===== config.mk =====
export PLATFORM = sky130hd
export DESIGN_NAME = emac_mdio_master
export DESIGN_NICKNAME = d
export VERILOG_FILES = /design/src/rtl/emac_mdio_master.sv
export SDC_FILE = /design/constraint.sdc
export NUM_CORES = 1
export LEC_CHECK = 0
export BUFFER_PORTS_ARGS = -buffer_cell sky130_fd_sc_hd__buf_2
export CORE_AREA = 10 10 94 96
export DETAILED_ROUTE_END_ITERATION = 12
export DIE_AREA = 0 0 104 106
export GPL_TIMING_DRIVEN = 0
export PLACE_DENSITY = 0.75
export RECOVER_POWER = 25
export SLEW_MARGIN = 40
export SYNTH_ARGS = -nofsm -noshare
export SYNTH_HDL_FRONTEND = slang
export SYNTH_SLANG_ARGS = --single-unit

===== constraint.sdc =====
create_clock -name hostclk -period 3 [get_ports hostclk]
set_input_delay 0.6 -clock hostclk [delete_from_list [all_inputs] [get_ports hostclk]]
set_output_delay 0.6 -clock hostclk [all_outputs]
set_load 0.03 [all_outputs]

===== src/rtl/emac_mdio_master.sv =====
// MDIO management master: turns one accepted host request into a single
// IEEE 802.3 clause-22/45 management frame on MDC/MDIO, then returns read data.
module emac_mdio_master #(
    parameter int CLK_DIV      = 20,
    parameter int PREAMBLE_LEN = 32,
    parameter int CLAUSE45     = 0
) (
    input  logic        hostclk,
    input  logic        hostrst,
    input  logic        hostreq,
    input  logic        hostmiimsel,
    input  logic [1:0]  hostopcode,
    input  logic [9:0]  hostaddr,
    input  logic [31:0] hostwrdata,
    output logic [31:0] hostrddata,
    output logic        hostmiimrdy,
    output logic        mdc,
    output logic        mdio_o,
    output logic        mdio_t,
    input  logic        mdio_i
);

    localparam int                DIV_W      = (CLK_DIV > 1) ? $clog2(CLK_DIV) : 1;
    localparam int                FRAME_BITS = PREAMBLE_LEN + 32;
    localparam logic [DIV_W-1:0]  DIV_LAST   = DIV_W'(CLK_DIV - 1);
    localparam logic [6:0]        FRAME_END  = 7'(FRAME_BITS);
    localparam logic [1:0]        ST_FIELD   = (CLAUSE45 != 0) ? 2'b00 : 2'b01;

    typedef enum logic [1:0] {
        IDLE,
        FRAME,
        TAIL
    } state_t;

    state_t             state_q, state_d;
    logic [DIV_W-1:0]   divCnt_q, divCnt_d;
    logic [6:0]         bitCnt_q, bitCnt_d;
    logic               mdc_q, mdc_d;
    logic               mdioO_q, mdioO_d;
    logic               mdioT_q, mdioT_d;
    logic               rdy_q, rdy_d;
    logic               isRead_q, isRead_d;
    logic [31:0]        word_q, word_d;
    logic [15:0]        rdShift_q, rdShift_d;
    logic [15:0]        rdData_q, rdData_d;

    logic               divLast;
    logic               inDataBit;
    logic [6:0]         nextBit;
    logic               unusedWrHi;

    // Returns {tristate, data} for a frame bit; the 32-bit word holds ST..DATA
    // and the preamble is implied. A read releases the line from TA onward.
    function automatic logic [1:0] bitDrive(input logic [6:0] bitIdx,
                                            input logic [31:0] word,
                                            input logic isRd);
        int         fieldIdx;
        logic [1:0] drive;
        fieldIdx = int'(bitIdx) - PREAMBLE_LEN;
        if (int'(bitIdx) >= FRAME_BITS) begin
            drive = 2'b11;
        end else if (fieldIdx < 0) begin
            drive = 2'b01;
        end else if (isRd && (fieldIdx >= 14)) begin
            drive = 2'b11;
        end else begin
            drive = {1'b0, word[5'(31 - fieldIdx)]};
        end
        return drive;
    endfunction

    assign divLast    = (divCnt_q == DIV_LAST);
    assign nextBit    = 7'(bitCnt_q + 7'd1);
    assign inDataBit  = (int'(bitCnt_q) >= PREAMBLE_LEN + 16) && (int'(bitCnt_q) < FRAME_BITS);
    assign unusedWrHi = ^hostwrdata[31:16];

    // Next-state logic: the divider paces MDC; a falling point ends a bit period.
    always_comb begin
        state_d   = state_q;
        divCnt_d  = divCnt_q;
        bitCnt_d  = bitCnt_q;
        mdc_d     = mdc_q;
        mdioO_d   = mdioO_q;
        mdioT_d   = mdioT_q;
        rdy_d     = rdy_q;
        isRead_d  = isRead_q;
        word_d    = word_q;
        rdShift_d = rdShift_q;
        rdData_d  = rdData_q;

        case (state_q)
            IDLE: begin
                if (hostreq && hostmiimsel) begin
                    state_d  = FRAME;
                    divCnt_d = '0;
                    bitCnt_d = '0;
                    mdc_d    = 1'b0;
                    rdy_d    = 1'b0;
                    isRead_d = hostopcode[1];
                    word_d   = {ST_FIELD, hostopcode, hostaddr,
                                (hostopcode[1] ? 2'b11 : 2'b10), hostwrdata[15:0]};
                    {mdioT_d, mdioO_d} = bitDrive(7'd0, word_d, hostopcode[1]);
                end
            end

            FRAME, TAIL: begin
                if (divLast) begin
                    divCnt_d = '0;
                    mdc_d    = ~mdc_q;
                    if (!mdc_q) begin
                        if (isRead_q && inDataBit) begin
                            rdShift_d = {rdShift_q[14:0], mdio_i};
                        end
                    end else if (state_q == TAIL) begin
                        state_d = IDLE;
                        rdy_d   = 1'b1;
                        mdioO_d = 1'b1;
                        mdioT_d = 1'b1;
                        if (isRead_q) begin
                            rdData_d = rdShift_q;
                        end
                    end else begin
                        bitCnt_d = nextBit;
                        {mdioT_d, mdioO_d} = bitDrive(nextBit, word_q, isRead_q);
                        if (nextBit == FRAME_END) begin
                            state_d = TAIL;
                        end
                    end
                end else begin
                    divCnt_d = divCnt_q + 1'b1;
                end
            end

            default: begin
                state_d = IDLE;
            end
        endcase
    end

    // State register; reset aborts any frame in progress without a tail.
    always_ff @(posedge hostclk) begin
        if (hostrst) begin
            state_q   <= IDLE;
            divCnt_q  <= '0;
            bitCnt_q  <= '0;
            mdc_q     <= 1'b0;
            mdioO_q   <= 1'b1;
            mdioT_q   <= 1'b1;
            rdy_q     <= 1'b1;
            isRead_q  <= 1'b0;
            word_q    <= '0;
            rdShift_q <= '0;
            rdData_q  <= '0;
        end else begin
            state_q   <= state_d;
            divCnt_q  <= divCnt_d;
            bitCnt_q  <= bitCnt_d;
            mdc_q     <= mdc_d;
            mdioO_q   <= mdioO_d;
            mdioT_q   <= mdioT_d;
            rdy_q     <= rdy_d;
            isRead_q  <= isRead_d;
            word_q    <= word_d;
            rdShift_q <= rdShift_d;
            rdData_q  <= rdData_d;
        end
    end

    assign hostrddata  = {16'h0000, rdData_q};
    assign hostmiimrdy = rdy_q;
    assign mdc         = mdc_q;
    assign mdio_o      = mdioO_q;
    assign mdio_t      = mdioT_q;

endmodule


* Yosys cells after proc, flatten, opt, wreduce, memory -nomap -nowiden
Cells that the tools add are included.
** Cells by class
- Add/sub/neg operators :: 4
- Order comparisons :: 6
- Eq/ne operators :: 10
- Multiplexer cells :: 37
- Bitwise gates (word level) :: 1
- Reduce and logical (&&, ||, !) cells :: 16
** Operator list (number)
- $mux 7 :: 4
- $mux 2 :: 8
- $mux 1 :: 15
- $reduce_and 5->1 :: 3
- $pmux 7 s2 :: 1
- $reduce_and 4->1 :: 3
- $mux 5 :: 2
- $ne 2x2->1 const B :: 5
- $pmux 5 s2 :: 1
- $ge 8x5->1 const B :: 1
- $lt 8x1->1 const B :: 1
- $pmux 1 s2 :: 4
- $sub 7x6->8 const B :: 1
- $add 7x1->7 const B :: 1
- $eq 7x7->1 const B :: 1
- $ge 7x6->1 const B :: 1
- $ge 7x7->1 const B :: 1
- $lt 5x7->1 const B :: 1
- $lt 7x7->1 const B :: 1
- $add 5x1->5 const B :: 1
- $bmux 1 s5 :: 1
- $eq 5x5->1 const B :: 1
- $sub 1x5->5 const A :: 1
- $logic_and 1x1->1 :: 4
- 10 further kinds :: 11
** Storage, ports and cells
- Flip-flop bits (word level) :: 82

* Logic depth before layout (Yosys ltp)
Gate-level depths: netlist of run 1.
- Depth in word-level cells :: 13
- Mapped depth :: 11

* Least setup slack after synthesis of run 1
Ideal clock, no wire load.
- Path type :: reg2reg
- From :: register bitCnt_q[0]
- To :: register mdioO_q (netlist: mdio_o)
- Library setup time :: 0.125 ns
- Arrival :: 2.274 ns
- Required time :: 2.875 ns
- Path slack :: 0.600 ns
- Cell stages (with the launch flop) :: 10
- Clock period less this slack :: 2.400 ns
- Path through :: dfxtp_1 buf_2 buf_4 inv_1 ha_1 clkbuf_1 mux4_2 mux4_2 nand2b_1 a31oi_1
** On the way
- Word-level cells in the longest chain between the ends :: 13
- Elaborated cells on any way between the ends :: 17
- Those cells by class :: add/sub: 3; order compare: 3; mux: 10; reduce/logical: 1
** RTL lines
- start: declaration :: RTL line 37 : logic [6:0] bitCnt_q, bitCnt_d;
- start signal: assignment :: RTL line 157 : bitCnt_q <= bitCnt_d;
- $add 7x1->7 (*) :: RTL line 73 : assign nextBit = 7'(bitCnt_q + 7'd1);
- $sub 7x6->8 :: RTL line 59 : fieldIdx = int'(bitIdx) - PREAMBLE_LEN;
- $sub 1x5->5 :: RTL line 67 : drive = {1'b0, word[5'(31 - fieldIdx)]};
- $bmux 1 s5 :: RTL line 67
- $mux 1 (implied by the code) (2 in series) :: RTL line 67
- $mux 2 :: RTL line 64 : end else if (isRd && (fieldIdx >= 14)) begin
- $mux 2 :: RTL line 62 : end else if (fieldIdx < 0) begin
- $mux 2 (*) :: RTL line 60 : if (int'(bitIdx) >= FRAME_BITS) begin
- $mux 1 (*) :: RTL line 114 : end else if (state_q == TAIL) begin
- $mux 1 (*) :: RTL line 110 : if (!mdc_q) begin
- $mux 1 (*) :: RTL line 107 : if (divLast) begin
- $pmux 1 s2 (*) :: RTL line 91 : case (state_q)
- end signal: assignment :: RTL line 159 : mdioO_q <= mdioO_d;
- end: declaration :: RTL line 39 : logic mdioO_q, mdioO_d;
Mark *: on every way between the ends. The rest lies on a longest branch, timed or not. The select of a mux whose other input is x is not followed.
A chain may end at the register's enable or synchronous reset.

* Worst setup path after layout of run 1
Ends and elaborated chain as after synthesis.

==> results of run 1 <==
==> flip-flops by register name (all words and copies together) (netlist names) <==
| signal | count |
|---|---|
| state_q | 2 |
| divCnt_q | 5 |
| mdio_o | 1 |
| hostmiimrdy | 1 |
| mdc | 1 |
| rdShift_q | 16 |
| rdData_q | 16 |
| word_q | 29 |
| mdio_t | 1 |
| bitCnt_q | 7 |
==> worst register-to-register path: stages, from the launching register on <==
cell,delay [ns]
dfxtp_1,0.37
buf_2,0.21
buf_4,0.21
inv_1,0.10
ha_1,0.31
clkbuf_1,0.44
mux4_2,0.39
mux4_2,0.49
nand2b_1,0.08
a31oi_1,0.07
==> cell type report <==
class	instances	area, um^2
clock buffers	10	138
multi-input cells	301	1900
flip-flops and latches	79	1580
fillers	645	2730
repair buffers	51	230
plain buffers	44	246
clock inverters	6	75.1
well taps	99	124
inverters	8	30.0
==> cell families (layout without fill, tap and decap cells) <==
kind of cell             Yosys count  after routing  share of synthesized area (%)
AND/OR/NAND/NOR                  151            151                           18.4
other                              1             16                          0.101
buffers and inverters             52            119                           7.46
adder cells (fa/ha/maj)            9              9                           3.04
XOR/XNOR                           8              8                           2.09
multiplexers                      43             43                           14.3
flip-flops                        79             79                           42.7
AO/OA/AOI/OAI                     74             74                           11.9
==> power breakdown <==
part           switching (uW)  internal (uW)  leakage (uW)
Sequential               38.5           1110      0.000640
Clock                     428            421      0.000105
Combinational             345            180      0.000851
==> synthesized netlist by cell type (all sizes together) (4+ instances only) <==
cell type / n / area share [%]
nor2: 48 / 4.9
buf: 22 / 4.4
nand2: 70 / 7.1
clkbuf: 22 / 2.2
mux4: 8 / 4.9
a31oi: 4 / 0.68
a22oi: 4 / 0.81
a21oi: 38 / 5.1
o21ai: 10 / 1.4
nand3: 7 / 1.1
xor2: 5 / 1.2
dfxtp: 79 / 43
mux2i: 34 / 9.2
inv: 8 / 0.81
ha: 9 / 3.0
==> how the worst max path moves through the flow <==
stage | slack, ns | from | cells past startpoint | end
5_1_grt | 0.06 | bitCnt_q[0]$_SDFFE_PP0P_ | 9 | mdio_o$_SDFFE_PP1P_
3_3_place_gp | 0.25 | bitCnt_q[0]$_SDFFE_PP0P_ | 9 | mdio_o$_SDFFE_PP1P_
6_report | 0.21 | bitCnt_q[0]$_SDFFE_PP0P_ | 9 | mdio_o$_SDFFE_PP1P_
4_1_cts | 0.22 | bitCnt_q[0]$_SDFFE_PP0P_ | 9 | mdio_o$_SDFFE_PP1P_
3_5_place_dp | 0.22 | bitCnt_q[0]$_SDFFE_PP0P_ | 9 | mdio_o$_SDFFE_PP1P_
2_1_floorplan | 0.60 | bitCnt_q[0]$_SDFFE_PP0P_ | 9 | mdio_o$_SDFFE_PP1P_
==> layer usage <==
layer	wire length (um)	vias up	share of wire, %
met5	0	-	0
met4	95	0	1.1
met3	600	7	7.1
met2	4180	98	49
met1	3590	1436	42
li1	-	1552	-
==> stage by stage <==
stage	setup slack, ns	area (um^2)
2_1_floorplan	0.600	3760
3_3_place_gp	0.246	4140
3_5_place_dp	0.223	4140
4_1_cts	0.216	4350
5_1_grt	0.0582	4330
6_report	0.214	4330
==> results.py, run 1 <==
metrics = {
    "clock_tree": {
        "cts_made_buffers": 9,
        "cts_hold_buf": 0,
        "clk_pin_slew_worst_paths_ns": 0.09,
        "cts_tree": "yes",
        "postCtsResizedCells": 0,
        "clock_latency_ns": 0.35,
        "post_cts_buffers": 0,
        "cts.htree.levels": 3,
        "cts-root-buf": "clkbuf_8",
        "clock-sinks": 79,
        "ctsLongestPathBuffers": 2,
    },
    "sta": {
        "rsz0062_at_grt": "no",
        "min_period_over_period_pct": 92.9,
        "worstMarginPinSlew_ns": 0.639,
        "finalSetupViolations": 0,
        "setup_tns_ns": 0,
        "finalClockSkew_ns": 0.00939,
        "max-slew-margin-rel_pct": 57.1,
        "hold_viol": 0,
        "final_max_slew_viol_count": 0,
        "fmax_mhz": 359,
        "period_needed_ns": 2.79,
        "hold_slack_ns": 0.458,
    },
    "drt": {
        "viasPerCell": 5.17,
        "first_pass_iters": 5,
        "wl_um": 8470,
        "wl_per_cell_um": 14.2,
        "drcViolationCount": 0,
        "vias": 3093,
        "drt_iter0_markers": 165,
        "drtAntennaViolNets": 0,
    },
    "floorplan": {
        "coreArea_mm2": 0.00706,
        "die_w_um": 104,
        "dieArea_mm2": 0.0110,
        "die_h_um": 106,
        "ioPinCount": 85,
        "placementRows": 31,
        "start_util_pct": 52.5,
    },
    "setup_path": {
        "crit_family": "buffers and inverters",
        "path_max_fanout": 10,
        "r2r_slack_ns": 0.21,
        "cp_slowest_stage_delay_ns": 0.49,
        "cp_data_required_time_ns": 3.24,
        "r2r-end": "mdio_o$_SDFFE_PP1P_",
        "crit_top_cell": "mux4_2",
        "start_kind": "register",
        "crit_chain": "buf_2 > buf_4 > inv_1 > ha_1 > clkbuf_1 > mux4_2 > mux4_2 > nand2b_1 > a31oi_1",
        "endpoint_kind": "register",
        "timing.rr.start": "bitCnt_q[0]$_SDFFE_PP0P_",
        "critical_path_class": "register to register",
        "reg2regPathDepth": 9,
        "slowest_stage": "mux4_2",
        "path_buf_inv": 4,
        "worst_ep_arrival_time_ns": 3.02,
    },
    "finish": {
        "layout-drive-gt1-share_pct": 16.6,
        "antennaDiodeCount": 0,
        "fin_nets": 552,
        "final_common_cell": "dfxtp_1",
        "final_cells": 598,
        "syn2layout_area_growth_pct": 16.8,
        "post-route-util_pct": 61.3,
        "final_cell_mix": "dfxtp_1, nand2_1, nor2_1",
    },
    "global_routing": {
        "grt_antenna_before_repair": 0,
        "grt.total_usage_pct": 15.7,
        "grt_overflow_total": 0,
        "top_usage_layer": "met2",
        "grt_pass1_wl_um": 14500,
        "grt_use_met2_pct": 26.9,
        "grt_util_met3_pct": 4.83,
        "grt_max_degree": 16,
        "grt_pass1_vias": 3148,
        "globalRouteMet1Util_pct": 18.5,
    },
    "placed_design": {
        "gp_congestion": 0.873,
        "port_buffers": 51,
        "dp.cells": 582,
        "hpwlAfterDp_um": 6390,
    },
    "worst_hold_path": {
        "holdCritPathClass": "register to register",
        "holdPathEnd": "word_q[14]$_SDFFE_PP0P_",
        "min_from": "word_q[14]$_SDFFE_PP0P_",
        "min_path_cells": 2,
    },
    "power": {
        "p_leak_uw": 0.00160,
        "powerDensity_mw_per_mm2": 582,
        "total_power_uw": 2520,
        "ir_drop_mv": 0.333,
    },
    "synthesis": {
        "syn-instance-count": 417,
        "avgSynthCellArea_um2": 8.89,
        "synth.distinct_cells": 49,
        "ys_seq_area_share_pct": 42.7,
        "synth_flop_cell": "dfxtp_1",
        "ys_seq_elements": 79,
        "yosys_warnings": 0,
        "async_reset_ff_share_pct": 0,
        "synth-edff-count": 0,
        "syn_area_mm2": 0.00371,
    },
    "flow_run": {
        "cap_violations": 0,
    },
    "outcome": {
        "status": "completed",
    },
}
(Power assumes the default switching activity.)
==> run 2: changes to the inputs <==
--- a/config.mk
+++ b/config.mk
@@ -7,8 +7,9 @@
 export LEC_CHECK = 0
+export ABC_AREA = 1
 export BUFFER_PORTS_ARGS = -buffer_cell sky130_fd_sc_hd__buf_2
-export CORE_AREA = 10 10 94 96
+export CORE_AREA = 10 10 95 97
 export DETAILED_ROUTE_END_ITERATION = 12
-export DIE_AREA = 0 0 104 106
+export DIE_AREA = 0 0 105 107
 export GPL_TIMING_DRIVEN = 0
-export PLACE_DENSITY = 0.75
+export PLACE_DENSITY = 0.74
 export RECOVER_POWER = 25
==> constraint.sdc (replaced) <==
create_clock -name hostclk -period 3 [get_ports hostclk]
set_input_delay 0.15 -clock hostclk [delete_from_list [all_inputs] [get_ports hostclk]]
set_output_delay 0.15 -clock hostclk [all_outputs]
set_load 0.03 [all_outputs]
==> run 2 against run 1 <==
Sequential power up 4%. Area after synthesis is 0.81% higher. Count of clock-buffer cells in the layout unchanged. Global-route usage increased by 0.84 points. Largest cell class unchanged. Wire length is 9.5% higher. Synthesized cell count rose by 24%. Clock power rose by 6.6%. Worst setup slack gained 0.077 ns. Critical path depth is 7 higher. Utilization shrank 0.11 points. Flip-flop and latch count unchanged. Cell count up 17%.
==> results.py, run 2 <==
metrics = {
    "sta": {
        "hold_viol": 0,
        "setup_tns_ns": 0,
        "rsz0062_at_grt": "no",
        "min_period_over_period_pct": 90.3,
        "finalSetupViolations": 0,
        "final_max_slew_viol_count": 0,
        "worstMarginPinSlew_ns": 0.992,
        "fmax_mhz": 369,
        "finalClockSkew_ns": 0.00739,
        "period_needed_ns": 2.71,
        "max-slew-margin-rel_pct": 33.2,
    },
    "clock_tree": {
        "post_cts_buffers": 0,
        "cts.htree.levels": 3,
        "clk_pin_slew_worst_paths_ns": 0.08,
        "clock-sinks": 79,
        "postCtsResizedCells": 0,
        "cts_tree": "yes",
        "cts_hold_buf": 0,
        "cts_made_buffers": 9,
        "ctsLongestPathBuffers": 2,
        "clock_latency_ns": 0.36,
        "cts-root-buf": "clkbuf_8",
    },
    "finish": {
        "layout-drive-gt1-share_pct": 13.8,
        "regMostFlops": "word_q",
        "fin_nets": 655,
        "antennaDiodeCount": 0,
        "syn2layout_area_growth_pct": 16.9,
        "largest_register_ffs": 29,
        "final_cells": 701,
        "final_common_cell": "nand2_1",
        "reg_top3": "word_q (29), rdData_q (16), rdShift_q (16)",
        "final_cell_mix": "nand2_1, dfxtp_1, nor2_1",
    },
    "setup_path": {
        "slowest_stage": "dfxtp_1",
        "cp.depth": 16,
        "path_buf_inv": 5,
        "start_kind": "register",
        "crit_family": "buffers and inverters",
        "critical_path_class": "register to register",
        "crit_top_cell": "nand2_1",
        "cp_data_required_time_ns": 3.26,
        "timing.rr.start": "bitCnt_q[0]$_SDFFE_PP0P_",
        "reg2regPathDepth": 16,
        "path_max_fanout": 10,
        "r2r_slack_ns": 0.29,
        "r2r-end": "mdio_o$_SDFFE_PP1P_",
        "crit_start": "bitCnt_q[0]$_SDFFE_PP0P_",
        "endpoint": "mdio_o$_SDFFE_PP1P_",
        "crit_chain": "buf_2 > inv_2 > buf_4 > ha_1 > buf_2 > clkinv_1 > nand3_1 > nand2_1 > nand2_1 > nand2_1 > nand2_1 > nand2_1 > nor2_1 > nand3_1 > nand2_1 > nand2_1",
        "cp_slowest_stage_delay_ns": 0.38,
        "worst_ep_arrival_time_ns": 2.97,
        "endpoint_kind": "register",
    },
    "global_routing": {
        "grt.total_usage_pct": 16.6,
        "grt_pass1_vias": 3421,
        "grt_max_degree": 15,
        "grt_overflow_total": 0,
        "grt_pass1_wl_um": 15700,
        "grt_antenna_before_repair": 0,
    },
    "outcome": {
        "status": "completed",
    },
    "floorplan": {
        "ioPinCount": 85,
        "coreArea_mm2": 0.00714,
        "dieArea_mm2": 0.0112,
        "placementRows": 31,
        "start_util_pct": 52.3,
        "die_w_um": 105,
        "die_h_um": 107,
    },
    "synthesis": {
        "synth.distinct_cells": 29,
        "synth_top_area_cell": "dfxtp_1",
        "syn_area_mm2": 0.00374,
        "ys_top_cells_by_area": "dfxtp_1, nand2_1, a21oi_1",
        "avgSynthCellArea_um2": 7.20,
        "async_reset_ff_share_pct": 0,
        "ys_seq_area_share_pct": 42.3,
        "ys_seq_elements": 79,
        "syn-instance-count": 519,
        "synth_flop_cell": "dfxtp_1",
        "synth_most_common_cell": "nand2_1",
        "netlist.area_leader.share_pct": 42.3,
        "yosys_warnings": 0,
        "synth-edff-count": 0,
        "synth_commonest_cells": "nand2_1, dfxtp_1, nor2_1",
    },
    "drt": {
        "viasPerCell": 5.03,
        "drtAntennaViolNets": 0,
        "wl_um": 9270,
        "wl_per_cell_um": 13.2,
        "drt_iter0_markers": 238,
        "drcViolationCount": 0,
        "vias": 3529,
        "first_pass_iters": 5,
    },
    "worst_hold_path": {
        "holdCritPathClass": "input pin to register",
        "min_path_cells": 2,
    },
    "power": {
        "powerDensity_mw_per_mm2": 642,
        "p_leak_uw": 0.00188,
        "ir_drop_mv": 0.336,
    },
    "flow_run": {
        "cap_violations": 0,
    },
    "placed_design": {
        "gp_congestion": 0.824,
        "dp.cells": 685,
        "port_buffers": 52,
        "hpwlAfterDp_um": 6900,
    },
}
-- run 2: how the worst min path moves through the flow --
stage                  from  slack (ns)                        end
finish              hostrst        0.05           mdc$_SDFFE_PP0P_
global placement     mdio_i        0.40  rdShift_q[0]$_SDFFE_PP0P_
CTS                 hostrst        0.03           mdc$_SDFFE_PP0P_
floorplan           hostrst        0.23           mdc$_SDFFE_PP0P_
global route        hostrst        0.05           mdc$_SDFFE_PP0P_
detailed placement  hostrst        0.41           mdc$_SDFFE_PP0P_
-- run 2: where the power goes --
group / internal (uW) / switching, uW
combinational: 216 / 509
sequential: 1140 / 39.6
clock: 495 / 410
-- run 2: cells by family after synthesis --
kind of cell | after synthesis | share of synthesized area [%]
and+or+nand+nor | 206 | 24.9
adders and majority gates | 9 | 3.01
other | 1 | 0.100
buffers and inverters | 93 | 11.6
DFF | 79 | 42.3
AOI/OAI and AO/OA | 130 | 17.8
xor gates and xnor gates | 1 | 0.234
-- run 2: layout make-up --
type / count / area [um^2]
fillers: 714 / 2770
multi-input cells: 362 / 1760
flip-flops and latches: 79 / 1580
repair buffers: 52 / 235
plain buffers: 38 / 226
inverters: 55 / 206
clock buffers: 10 / 138
well taps: 99 / 124
clock inverters: 6 / 93.8
-- run 2: through the flow --
| stage | cell area (um^2) | utilization [%] | power (uW) | worst slack [ns] | hold slack, ns |
|---|---|---|---|---|---|
| floorplan | 3790 | - | 1770 | 0.953 | 0.228 |
| global route | 4370 | 61.2 | 2960 | 0.130 | 0.0465 |
| detailed placement | 4180 | 58.5 | 1940 | 0.394 | 0.411 |
| CTS | 4410 | 61.8 | 2840 | 0.344 | 0.0316 |
| global placement | 4180 | 58.5 | 1910 | 0.445 | 0.403 |
| finish | 4370 | 61.2 | 2810 | 0.291 | 0.0517 |
-- run 2: routing by layer --
metal	GRT usage, %	up-vias	share of wire [%]
li1	-	1805	-
met1	20.3	1596	43
met2	27.1	109	49
met3	3.89	19	5.9
met4	7.35	0	1.5
met5	0	-	0
==> run 3: changes to the inputs <==
CORE_AREA = 10 10 92 94   (was 10 10 95 97)
DIE_AREA = 0 0 102 104   (was 0 0 105 107)
PLACE_DENSITY = 0.79   (was 0.74)
clock period = 3.2 ns   (was 3 ns; I/O delays follow)
==> run 3 against run 2 <==
Fmax rose by 3.0%. Global-route usage rose by 0.96 points. First-iteration DRC count fell by 8.0%. Critical path depth did not move. Sequential share of layout area rose by 0.35 points. Wire length fell by 1.5%. Register-to-register slack improved by 0.28 ns. Sequential power fell by 7%. Largest cell class unchanged. Highest routed layer unchanged.
==> results.py, run 3 (synthesis gave the netlist of run 2 again) <==
metrics = {
    "clock_tree": {
        "cts_hold_buf": 0,
        "clock-sinks": 79,
        "clock_latency_ns": 0.36,
        "cts_made_buffers": 9,
        "clk_pin_slew_worst_paths_ns": 0.09,
        "post_cts_buffers": 0,
        "cts.htree.levels": 3,
        "postCtsResizedCells": 0,
        "cts_tree": "yes",
        "cts-root-buf": "clkbuf_8",
        "ctsLongestPathBuffers": 2,
    },
    "finish": {
        "fin_nets": 655,
        "antennaDiodeCount": 0,
        "final_common_cell": "nand2_1",
        "syn2layout_area_growth_pct": 15.8,
        "reg_top3": "word_q (29), rdData_q (16), rdShift_q (16)",
        "final_cells": 682,
        "fillerInstances": 619,
        "largest_register_ffs": 29,
        "final_cell_mix": "nand2_1, dfxtp_1, nor2_1",
        "layout-drive-gt1-share_pct": 14.1,
        "regMostFlops": "word_q",
    },
    "global_routing": {
        "grt_pass1_wl_um": 15400,
        "grt_max_degree": 16,
        "grt.total_usage_pct": 17.5,
        "grt_antenna_before_repair": 0,
        "grt_pass1_vias": 3423,
        "grt_overflow_total": 0,
    },
    "outcome": {
        "status": "completed",
    },
    "placed_design": {
        "dp.cells": 666,
        "hpwlAfterDp_um": 6770,
        "port_buffers": 52,
        "gp_congestion": 0.869,
    },
    "floorplan": {
        "coreArea_mm2": 0.00668,
        "die_w_um": 102,
        "die_h_um": 104,
        "placementRows": 30,
        "ioPinCount": 85,
        "start_util_pct": 55.9,
        "dieArea_mm2": 0.0106,
    },
    "drt": {
        "drcViolationCount": 0,
        "vias": 3565,
        "wl_per_cell_um": 13.4,
        "viasPerCell": 5.23,
        "drt_iter0_markers": 219,
        "first_pass_iters": 5,
        "drtAntennaViolNets": 0,
        "wl_um": 9140,
    },
    "setup_path": {
        "critical_path_class": "register to register",
        "path_buf_inv": 5,
        "crit_top_cell": "nand2_1",
        "cp_slowest_stage_delay_ns": 0.37,
        "r2r_slack_ns": 0.57,
        "endpoint": "mdio_o$_SDFFE_PP1P_",
        "timing.rr.start": "bitCnt_q[0]$_SDFFE_PP0P_",
        "crit_start": "bitCnt_q[0]$_SDFFE_PP0P_",
        "slowest_stage": "dfxtp_1",
        "cp.depth": 16,
        "crit_chain": "buf_2 > inv_2 > buf_4 > ha_1 > buf_2 > clkinv_1 > nand3_1 > nand2_1 > nand2_1 > nand2_1 > nand2_1 > nand2_1 > nor2_1 > nand3_1 > nand2_1 > nand2_1",
        "start_kind": "register",
        "endpoint_kind": "register",
        "worst_ep_arrival_time_ns": 2.88,
        "r2r-end": "mdio_o$_SDFFE_PP1P_",
        "cp_data_required_time_ns": 3.45,
        "path_max_fanout": 10,
        "reg2regPathDepth": 16,
        "crit_family": "buffers and inverters",
    },
    "sta": {
        "fmax_mhz": 380,
        "rsz0062_at_grt": "no",
        "period_needed_ns": 2.63,
        "final_max_slew_viol_count": 0,
        "setup_tns_ns": 0,
        "finalSetupViolations": 0,
        "hold_viol": 0,
        "min_period_over_period_pct": 82.2,
        "finalClockSkew_ns": 0.00913,
    },
    "power": {
        "powerDensity_mw_per_mm2": 594,
        "ir_drop_mv": 0.327,
        "total_power_uw": 2570,
        "p_leak_uw": 0.00187,
    },
    "worst_hold_path": {
        "holdCritPathClass": "input pin to register",
    },
    "flow_run": {
        "cap_violations": 0,
    },
}
[run 3: worst reg2reg max path, delay by kind of cell, from the launching register on]
kind,cells,cell delay (ns)
buf+inv,5,1.09
flops,1,0.37
fa+ha+maj,1,0.28
simple gates,10,0.78
[run 3: layout make-up]
class                      count  area [um^2]  share of cell area (%)
inverter                      55          206                    4.77
timing repair buffer          52          235                    5.44
clock inverter                 7         78.8                    1.82
tap                           80          100                    2.31
buffer                        38          226                    5.23
sequential                    79         1580                    36.5
multi-input combinational    362         1780                    41.0
clock buffer                   9          124                    2.86
[run 3: per-layer routing]
layer | up-vias | GRT usage (%) | part of all wire (%)
met3 | 15 | 4.78 | 6.8
met1 | 1626 | 21.1 | 43
li1 | 1814 | - | -
met4 | 0 | 7.26 | 1.8
met2 | 110 | 28.4 | 48
met5 | - | 0 | 0
[run 3: worst min path at each step]
stage / start / endpoint / slack [ns] / cells past startpoint
after floorplan: hostrst / mdc$_SDFFE_PP0P_ / 0.24 / 1
after global placement: mdio_i / rdShift_q[0]$_SDFFE_PP0P_ / 0.41 / 3
after detailed placement: mdio_i / rdShift_q[0]$_SDFFE_PP0P_ / 0.42 / 3
after CTS: mdio_i / rdShift_q[0]$_SDFFE_PP0P_ / 0.04 / 3
after global routing: mdio_i / rdShift_q[0]$_SDFFE_PP0P_ / 0.05 / 3
final: mdio_i / rdShift_q[0]$_SDFFE_PP0P_ / 0.06 / 3
[run 3: metrics by stage]
step                      instance area, um^2  worst slack [ns]  util (%)  hold WS, ns
after detailed placement                 4150             0.659      62.2        0.421
after CTS                                4360             0.623      65.2       0.0447
final                                    4330             0.569      64.8       0.0558
after global placement                   4150             0.652      62.2        0.413
after floorplan                          3790              1.15         -        0.238
after global routing                     4330             0.341      64.8       0.0522
[run 3: where the power goes]
part           total [uW]  internal, uW  switching [uW]
clock                 776           368             408
combinational         691           208             483
sequential           1100          1070            38.4
total                2570          1640             930
